### config.mk
export PLATFORM = sky130hd
export DESIGN_NAME = pc_ctrl_ras
export DESIGN_NICKNAME = d
export VERILOG_FILES = /design/src/rtl/pc_ctrl_ras.sv
export SDC_FILE = /design/constraint.sdc
export NUM_CORES = 1
export LEC_CHECK = 0
export BUFFER_PORTS_ARGS = -buffer_cell sky130_fd_sc_hd__buf_4
export CELL_PAD_IN_SITES_DETAIL_PLACEMENT = 1
export CELL_PAD_IN_SITES_GLOBAL_PLACEMENT = 2
export CORE_UTILIZATION = 40
export CTS_BUF_LIST = sky130_fd_sc_hd__clkbuf_8
export DETAILED_ROUTE_END_ITERATION = 12
export GPL_ROUTABILITY_DRIVEN = 0
export PLACE_DENSITY = 0.81
export SLEW_MARGIN = 20
export SYNTH_ARGS = -nofsm -noshare
export SYNTH_HDL_FRONTEND = slang
export SYNTH_SLANG_ARGS = --single-unit
### constraint.sdc
create_clock -name clk -period 2.95 [get_ports clk]
set_input_delay 0.1475 -clock clk [delete_from_list [all_inputs] [get_ports clk]]
set_output_delay 0.1475 -clock clk [all_outputs]
set_load 0.02 [all_outputs]
### src/rtl/pc_ctrl_ras.sv
// Program counter with relative/absolute branching, call/return through a
// circular return-address stack, stall and a terminal halt state.
module pc_ctrl_ras #(
    parameter int              PC_W       = 16,
    parameter int              OFF_W      = 8,
    parameter int              RAS_DEPTH  = 4,
    parameter logic [PC_W-1:0] START_ADDR = '0
) (
    input  logic             clk,
    input  logic             reset_n,
    input  logic             stall,
    input  logic [1:0]       br_type,
    input  logic             z,
    input  logic             neg,
    input  logic [OFF_W-1:0] bamt,
    input  logic             jabs,
    input  logic             call,
    input  logic             ret,
    input  logic [PC_W-1:0]  jaddr,
    input  logic             halt,
    output logic [PC_W-1:0]  PC,
    output logic             halted,
    output logic             ras_empty,
    output logic             ras_full,
    output logic             ras_err
);

    localparam int PTR_W = $clog2(RAS_DEPTH);
    localparam int CNT_W = $clog2(RAS_DEPTH + 1);

    typedef enum logic {
        S_RUN,
        S_HALTED
    } state_t;

    state_t             state;
    state_t             state_next;
    logic [PC_W-1:0]    pc_reg;
    logic [PC_W-1:0]    pc_next;
    logic [PC_W-1:0]    pc_inc;
    logic [PC_W-1:0]    offset_ext;
    logic [PC_W-1:0]    ras_top;
    logic [PC_W-1:0]    ras_mem [RAS_DEPTH];
    logic [PTR_W-1:0]   ptr;
    logic [PTR_W-1:0]   ptr_next;
    logic [CNT_W-1:0]   count;
    logic [CNT_W-1:0]   count_next;
    logic               push;
    logic               pop;
    logic               err_set;
    logic               taken;
    logic               is_full;
    logic               is_empty;

    assign PC         = pc_reg;
    assign halted     = (state == S_HALTED);
    assign pc_inc     = pc_reg + PC_W'(1);
    assign offset_ext = {{(PC_W - OFF_W){bamt[OFF_W-1]}}, bamt};
    // ptr always points at the next free slot, so the top lives one below it
    assign ras_top    = ras_mem[ptr - PTR_W'(1)];
    assign is_full    = (count == CNT_W'(RAS_DEPTH));
    assign is_empty   = (count == '0);

    assign taken = ((br_type == 2'b01) && z) ||
                   ((br_type == 2'b10) && neg) ||
                   (br_type == 2'b11);

    always_comb begin
        state_next = state;
        pc_next    = pc_reg;
        push       = 1'b0;
        pop        = 1'b0;
        err_set    = 1'b0;
        if ((state == S_RUN) && !stall) begin
            if (halt) begin
                state_next = S_HALTED;
            end else if (ret) begin
                if (!is_empty) begin
                    pc_next = ras_top;
                    pop     = 1'b1;
                end else begin
                    pc_next = pc_inc;
                    err_set = 1'b1;
                end
            end else if (call) begin
                pc_next = jaddr;
                push    = 1'b1;
                err_set = is_full;
            end else if (jabs) begin
                pc_next = jaddr;
            end else if (taken) begin
                pc_next = pc_reg + offset_ext;
            end else begin
                pc_next = pc_inc;
            end
        end
    end

    // A push while full overwrites the oldest slot, which is the one ptr names
    always_comb begin
        ptr_next   = ptr;
        count_next = count;
        if (push) begin
            ptr_next = ptr + PTR_W'(1);
            if (!is_full) begin
                count_next = count + CNT_W'(1);
            end
        end else if (pop) begin
            ptr_next   = ptr - PTR_W'(1);
            count_next = count - CNT_W'(1);
        end
    end

    always_ff @(posedge clk) begin
        if (!reset_n) begin
            state     <= S_RUN;
            pc_reg    <= START_ADDR;
            ptr       <= '0;
            count     <= '0;
            ras_err   <= 1'b0;
            ras_empty <= 1'b1;
            ras_full  <= 1'b0;
        end else begin
            state     <= state_next;
            pc_reg    <= pc_next;
            ptr       <= ptr_next;
            count     <= count_next;
            ras_err   <= ras_err | err_set;
            ras_empty <= (count_next == '0);
            ras_full  <= (count_next == CNT_W'(RAS_DEPTH));
        end
    end

    always_ff @(posedge clk) begin
        if (reset_n && push) begin
            ras_mem[ptr] <= pc_inc;
        end
    end

endmodule
### Word-level counts from Yosys, hierarchy flattened

Memory sizes are Yosys's and may differ from the RTL's.
Cells that the tools add are included.

| operators by class | value |
|---|---|
| add/subtract/negate cells | 6 |
| equal/unequal tests | 5 |
| multiplexer cells | 25 |
| reductions and logical operators | 12 |
| bitwise operators | 3 |

Operators with widths:

| cell | number |
|---|---|
| two-way mux 16 bit | 5 |
| adder 16 x 1 -> 16 bit, second input constant | 1 |
| adder 16 bit | 1 |
| two-way mux 1 bit | 15 |
| two-way mux 3 bit | 3 |
| == test 3 bit, second input constant | 2 |
| zero test 3 bit | 2 |
| == test 2 bit, second input constant | 2 |
| logical AND 1 bit | 4 |
| two-way mux 2 bit | 2 |
| AND reduction 2 bit | 2 |
| adder 3 x 1 -> 3 bit, second input constant | 1 |
| subtractor 3 x 1 -> 3 bit, second input constant | 1 |
| adder 2 x 1 -> 2 bit, second input constant | 1 |
| == test 2 x 1 -> 1 bit, second input constant | 1 |
| logical OR 1 bit | 2 |
| NOT 1 bit | 2 |
| nonzero test 2 bit | 1 |
| subtractor 2 x 1 -> 2 bit, second input constant | 1 |
| zero test 1 bit | 1 |
| bitwise OR 1 bit | 1 |

| word-level totals | value |
|---|---|
| memory bits (writable) | 64 |
| word-level logic and storage cells | 59 |
| memories | 1 |
| bits in registers | 25 |
| output and inout bits | 20 |
| input port bits | 35 |

Memory list:

| memory | depth | bits a word | rd ports | clocked after memory_dff | write ports | line | source |
|---|---|---|---|---|---|---|---|
| ras_mem | 4 | 16 | 1 | 0 | 1 | 43 | `logic [PC_W-1:0] ras_mem [RAS_DEPTH];` |

### Longest topological paths before layout

| depth | value |
|---|---|
| depth after elaboration | 8 |
| gate-level depth with buffers | 10 |
| gate-level depth less buffers | 8 |

### Worst setup path before layout

Ideal clock, no wire load.

| timing path | value |
|---|---|
| path type | reg2reg |
| start point | register ptr[0] |
| end point | register pc_reg[15], in the netlist PC[15] |
| period minus slack after synthesis | 2.722 ns |
| library setup time | 0.122 ns |
| slack | 0.228 ns |
| data arrival time | 2.600 ns |
| stages on the path, launching flop included | 11 |
| required time | 2.828 ns |
| cells stage by stage | dfxtp_1 buf_6 buf_2 inv_1 ha_1 clkbuf_1 mux4_2 a221o_1 a221o_1 a311oi_2 a21oi_1 |

| on the way | value |
|---|---|
| longest elaborated chain between the ends | 4 |

RTL lines:

| what | line | source |
|---|---|---|
| start: declaration | 44 | `logic [PTR_W-1:0] ptr;` |
| start signal: assignment | 126 | `ptr <= ptr_next;` |
| subtractor 2 x 1 -> 2 bit | 60 | `assign ras_top = ras_mem[ptr - PTR_W'(1)];` |
| memory read (4 x 16 bit) | - |  |
| two-way mux 16 bit | 78 | `if (!is_empty) begin` |
| two-way mux 16 bit | 77 | `end else if (ret) begin` |
| end signal: assignment | 125 | `pc_reg <= pc_next;` |
| end: declaration | 38 | `logic [PC_W-1:0] pc_reg;` |

Every way passes these cells.
A chain may end at the register's enable or synchronous reset.

### Worst setup path after layout

| timing path | value |
|---|---|
| start point | register pc_reg[7], in the netlist PC[7] |
| end point | register pc_reg[14], in the netlist PC[14] |

| on the way | value |
|---|---|
| longest elaborated chain between the ends | 5 |

RTL lines:

| what | line | source |
|---|---|---|
| adder 16 x 1 -> 16 bit or adder 16 bit (tied branches) | 57, 92 |  |
| two-way mux 16 bit | 91 | `end else if (taken) begin` |
| two-way mux 16 bit | 89 | `end else if (jabs) begin` |
| two-way mux 16 bit | 85 | `end else if (call) begin` |
| two-way mux 16 bit * | 77 |  |

Every way passes the cells marked *; elsewhere a longest branch is shown, timed or not.

==> impl_metrics.yaml <==
outcome:
  outcome: "finished, final reports clean"
clock_tree:
  htreeDepth: 3
  cts_hold_buf: 0
  cts-resized-gates: 0
  clk_latency_ps: 380
  numCtsBuffers: 9
  cts_tree: "yes"
  clock_path_buffers: 2
  cts_sinks: 89
  post_cts_buffers: 0
  cts.root.buffer_cell: "clkbuf_8"
  clk_pin_slew_ps: 100
timing:
  worst_pin_slew_ps: 673.5
  period_needed_ps: 2482
  slew_viol_final: 0
  fin_tns_setup_ps: 0
  hold_viol: 0
  clock.fmax_ghz: 0.4029
  setup_viol: 0
  slew_headroom_pct: 54.78
  finClkSkew_ps: 17.97
  period_share_pct: 84.13
  rsz0062_at_grt: "false"
  fin_ws_ps: 468.1
  holdWs_ps: 110.9
synthesis:
  syn_nets: 536
  synth_seq_cells: 89
  synthAdderAreaFrac_pct: 5.951
  ys_seq_area_share_pct: 46.83
  synthMuxAreaShare_pct: 8.394
  synth-edff-count: 64
  synth-xor-area-share_pct: 3.725
  synth-compound-area-share_pct: 18.31
  synth_top_family_by_area: "compound AO/OA/AOI/OAI gates"
  synthSimpleGateAreaFrac_pct: 13.50
  synth_cells: 477
  syn_area_um2: 5172
  synthFlopType: "edfxtp_1"
  yosysWarnings: 0
  synth_area_per_cell_um2: 10.84
  async_flop_share_pct: 0
  yosysUniqueCellTypes: 60
global_route:
  grt_antenna_before_repair: 0
  grt_overflow: 0
  grt_max_degree: 32
  grt_pass1_wl_um: 24370
  grt_usage_pct: 25.05
  grt_pass1_vias: 4348
floorplanning:
  start_util_pct: 40.99
  rows: 41
  die-area_um2: 13390
  die_y_um: 115.7
  fp.dieW_um: 115.7
  io_pins: 55
  core-area_um2: 12620
cells_and_area:
  area_growth_pct: 16.69
  drive_gt1_share_pct: 21.28
  final_nets: 599
  diodes: 0
place:
  place_ws_ps: 533.2
  io_buffers: 54
  hpwl_um: 11760
pwr:
  p_leak_nw: 2.315
  peakVddDrop_uv: 328.3
  powerDensity_nw_per_um2: 451.1
critical_path:
  worst_setup_path_end_kind: "flip-flop"
  crit_type: "flip-flop to flip-flop"
  cp.arrival_ps: 2740
  cp_max_fo: 8
  worstSetupStartpointType: "flip-flop"
  worstPathRequired_ps: 3210
detailed_routing:
  drc: 0
  wl_per_cell_um: 22.19
  drt_iter0_drc: 233
  drtAntennaViolNets: 0
  vias: 4203
  drt_pre_antenna_iters: 6
  avgViaCountPerCell: 5.862
  totalWireLength_um: 15910
min_path:
  worstHoldPathType: "input pin to flip-flop"
job:
  max_cap_violations: 0
-- power breakdown --
part	switching [mW]	internal (mW)
Combinational	0.344	0.221
Sequential	0.0233	1.37
Clock	0.462	0.307
-- Yosys cell counts (8+ instances only) --
cell | instances | area share, %
edfxtp_1 | 64 | 37
o21ai_0 | 40 | 3.9
nand2_1 | 31 | 2.2
a21oi_1 | 29 | 2.8
nor2_1 | 28 | 2.0
dfxtp_1 | 25 | 9.7
ha_1 | 23 | 5.6
clkbuf_1 | 18 | 1.3
nand3_1 | 17 | 1.6
inv_1 | 14 | 1.0
xnor2_1 | 14 | 2.4
and3_1 | 13 | 1.6
a21o_1 | 12 | 1.7
a31oi_1 | 10 | 1.2
mux4_2 | 10 | 4.4
nor3_1 | 10 | 0.97
xor2_1 | 8 | 1.4
-- final timing paths --
kind,slack [ps],endpoint,start,depth (start not counted)
worst max-delay path,470,PC[14],PC[7],7
worst min-delay path,110,halted,stall,3
worst max register to register,470,PC[14],PC[7],7
worst min register to register,520,ras_err,ras_err,2
-- sequential cells by signal (all words and copies together) (netlist names) --
signal,flops
ras_err,1
ras_full,1
ras_empty,1
count,3
halted,1
ptr,2
ras_mem,64
PC,16
-- worst max-delay path: stages, from the launching register on --
cell and delay [ps]:
dfxtp_1 500, ha_1 370, a21oi_1 270, o21ai_0 180, a311o_1 380, mux2i_1 140
a2111oi_0 380, o22ai_1 140
-- per-layer routing --
layer	vias to the layer above	wire length, um	global-route usage, %
li1	1987	-	-
met1	2102	7546	34.58
met2	94	7420	40.56
met3	20	670	4.027
met4	0	271	7.863
met5	-	0	0
-- metrics by stage --
stage	power, mW	std cells	cell area (um2)	utilization (%)
after floorplan	1.751	477	5172	-
after global placement	1.955	701	5868	46.50
after detailed placement	1.973	701	5868	46.50
after CTS	2.743	717	6036	47.83
after global routing	2.836	717	6036	47.83
final	2.723	717	6036	47.83
-- layout by cell type (no fill, tap or decap), drive strengths merged, types with 6 or more instances in the layout --
| cell | synthesis | routed |
|---|---|---|
| nand3 | 17 | 17 |
| and3 | 13 | 13 |
| o21ai | 40 | 40 |
| nor4 | 6 | 6 |
| ha | 23 | 23 |
| a21o | 12 | 12 |
| mux4 | 16 | 16 |
| nand2 | 31 | 31 |
| inv | 14 | 17 |
| nor3 | 10 | 10 |
| xor2 | 8 | 8 |
| edfxtp | 64 | 64 |
| nor2 | 28 | 28 |
| nor2b | 7 | 7 |
| a31oi | 10 | 10 |
| a21oi | 29 | 29 |
| nand4 | 7 | 7 |
| buf | 7 | 79 |
| xnor2 | 14 | 14 |
| clkbuf | 20 | 9 |
| dfxtp | 25 | 25 |
-- cell type report --
type / count / area [um2]
Clock buffer: 9 / 123.9
Sequential cell: 89 / 2422
Multi-Input combinational cell: 347 / 2585
Fill cell: 1423 / 6584
Tap cell: 172 / 215.2
Timing Repair Buffer: 79 / 593.1
Inverter: 14 / 52.55
Clock inverter: 7 / 43.79
-- kinds of logic (layout without fill, tap and decap cells) --
kind of cell | Yosys count | after routing
mux | 21 | 21
xor+xnor | 22 | 22
simple gates | 138 | 138
buf+inv | 41 | 109
flops | 89 | 89
fa+ha+maj | 24 | 24
compound gates | 142 | 142
(Power assumes the default switching activity.)
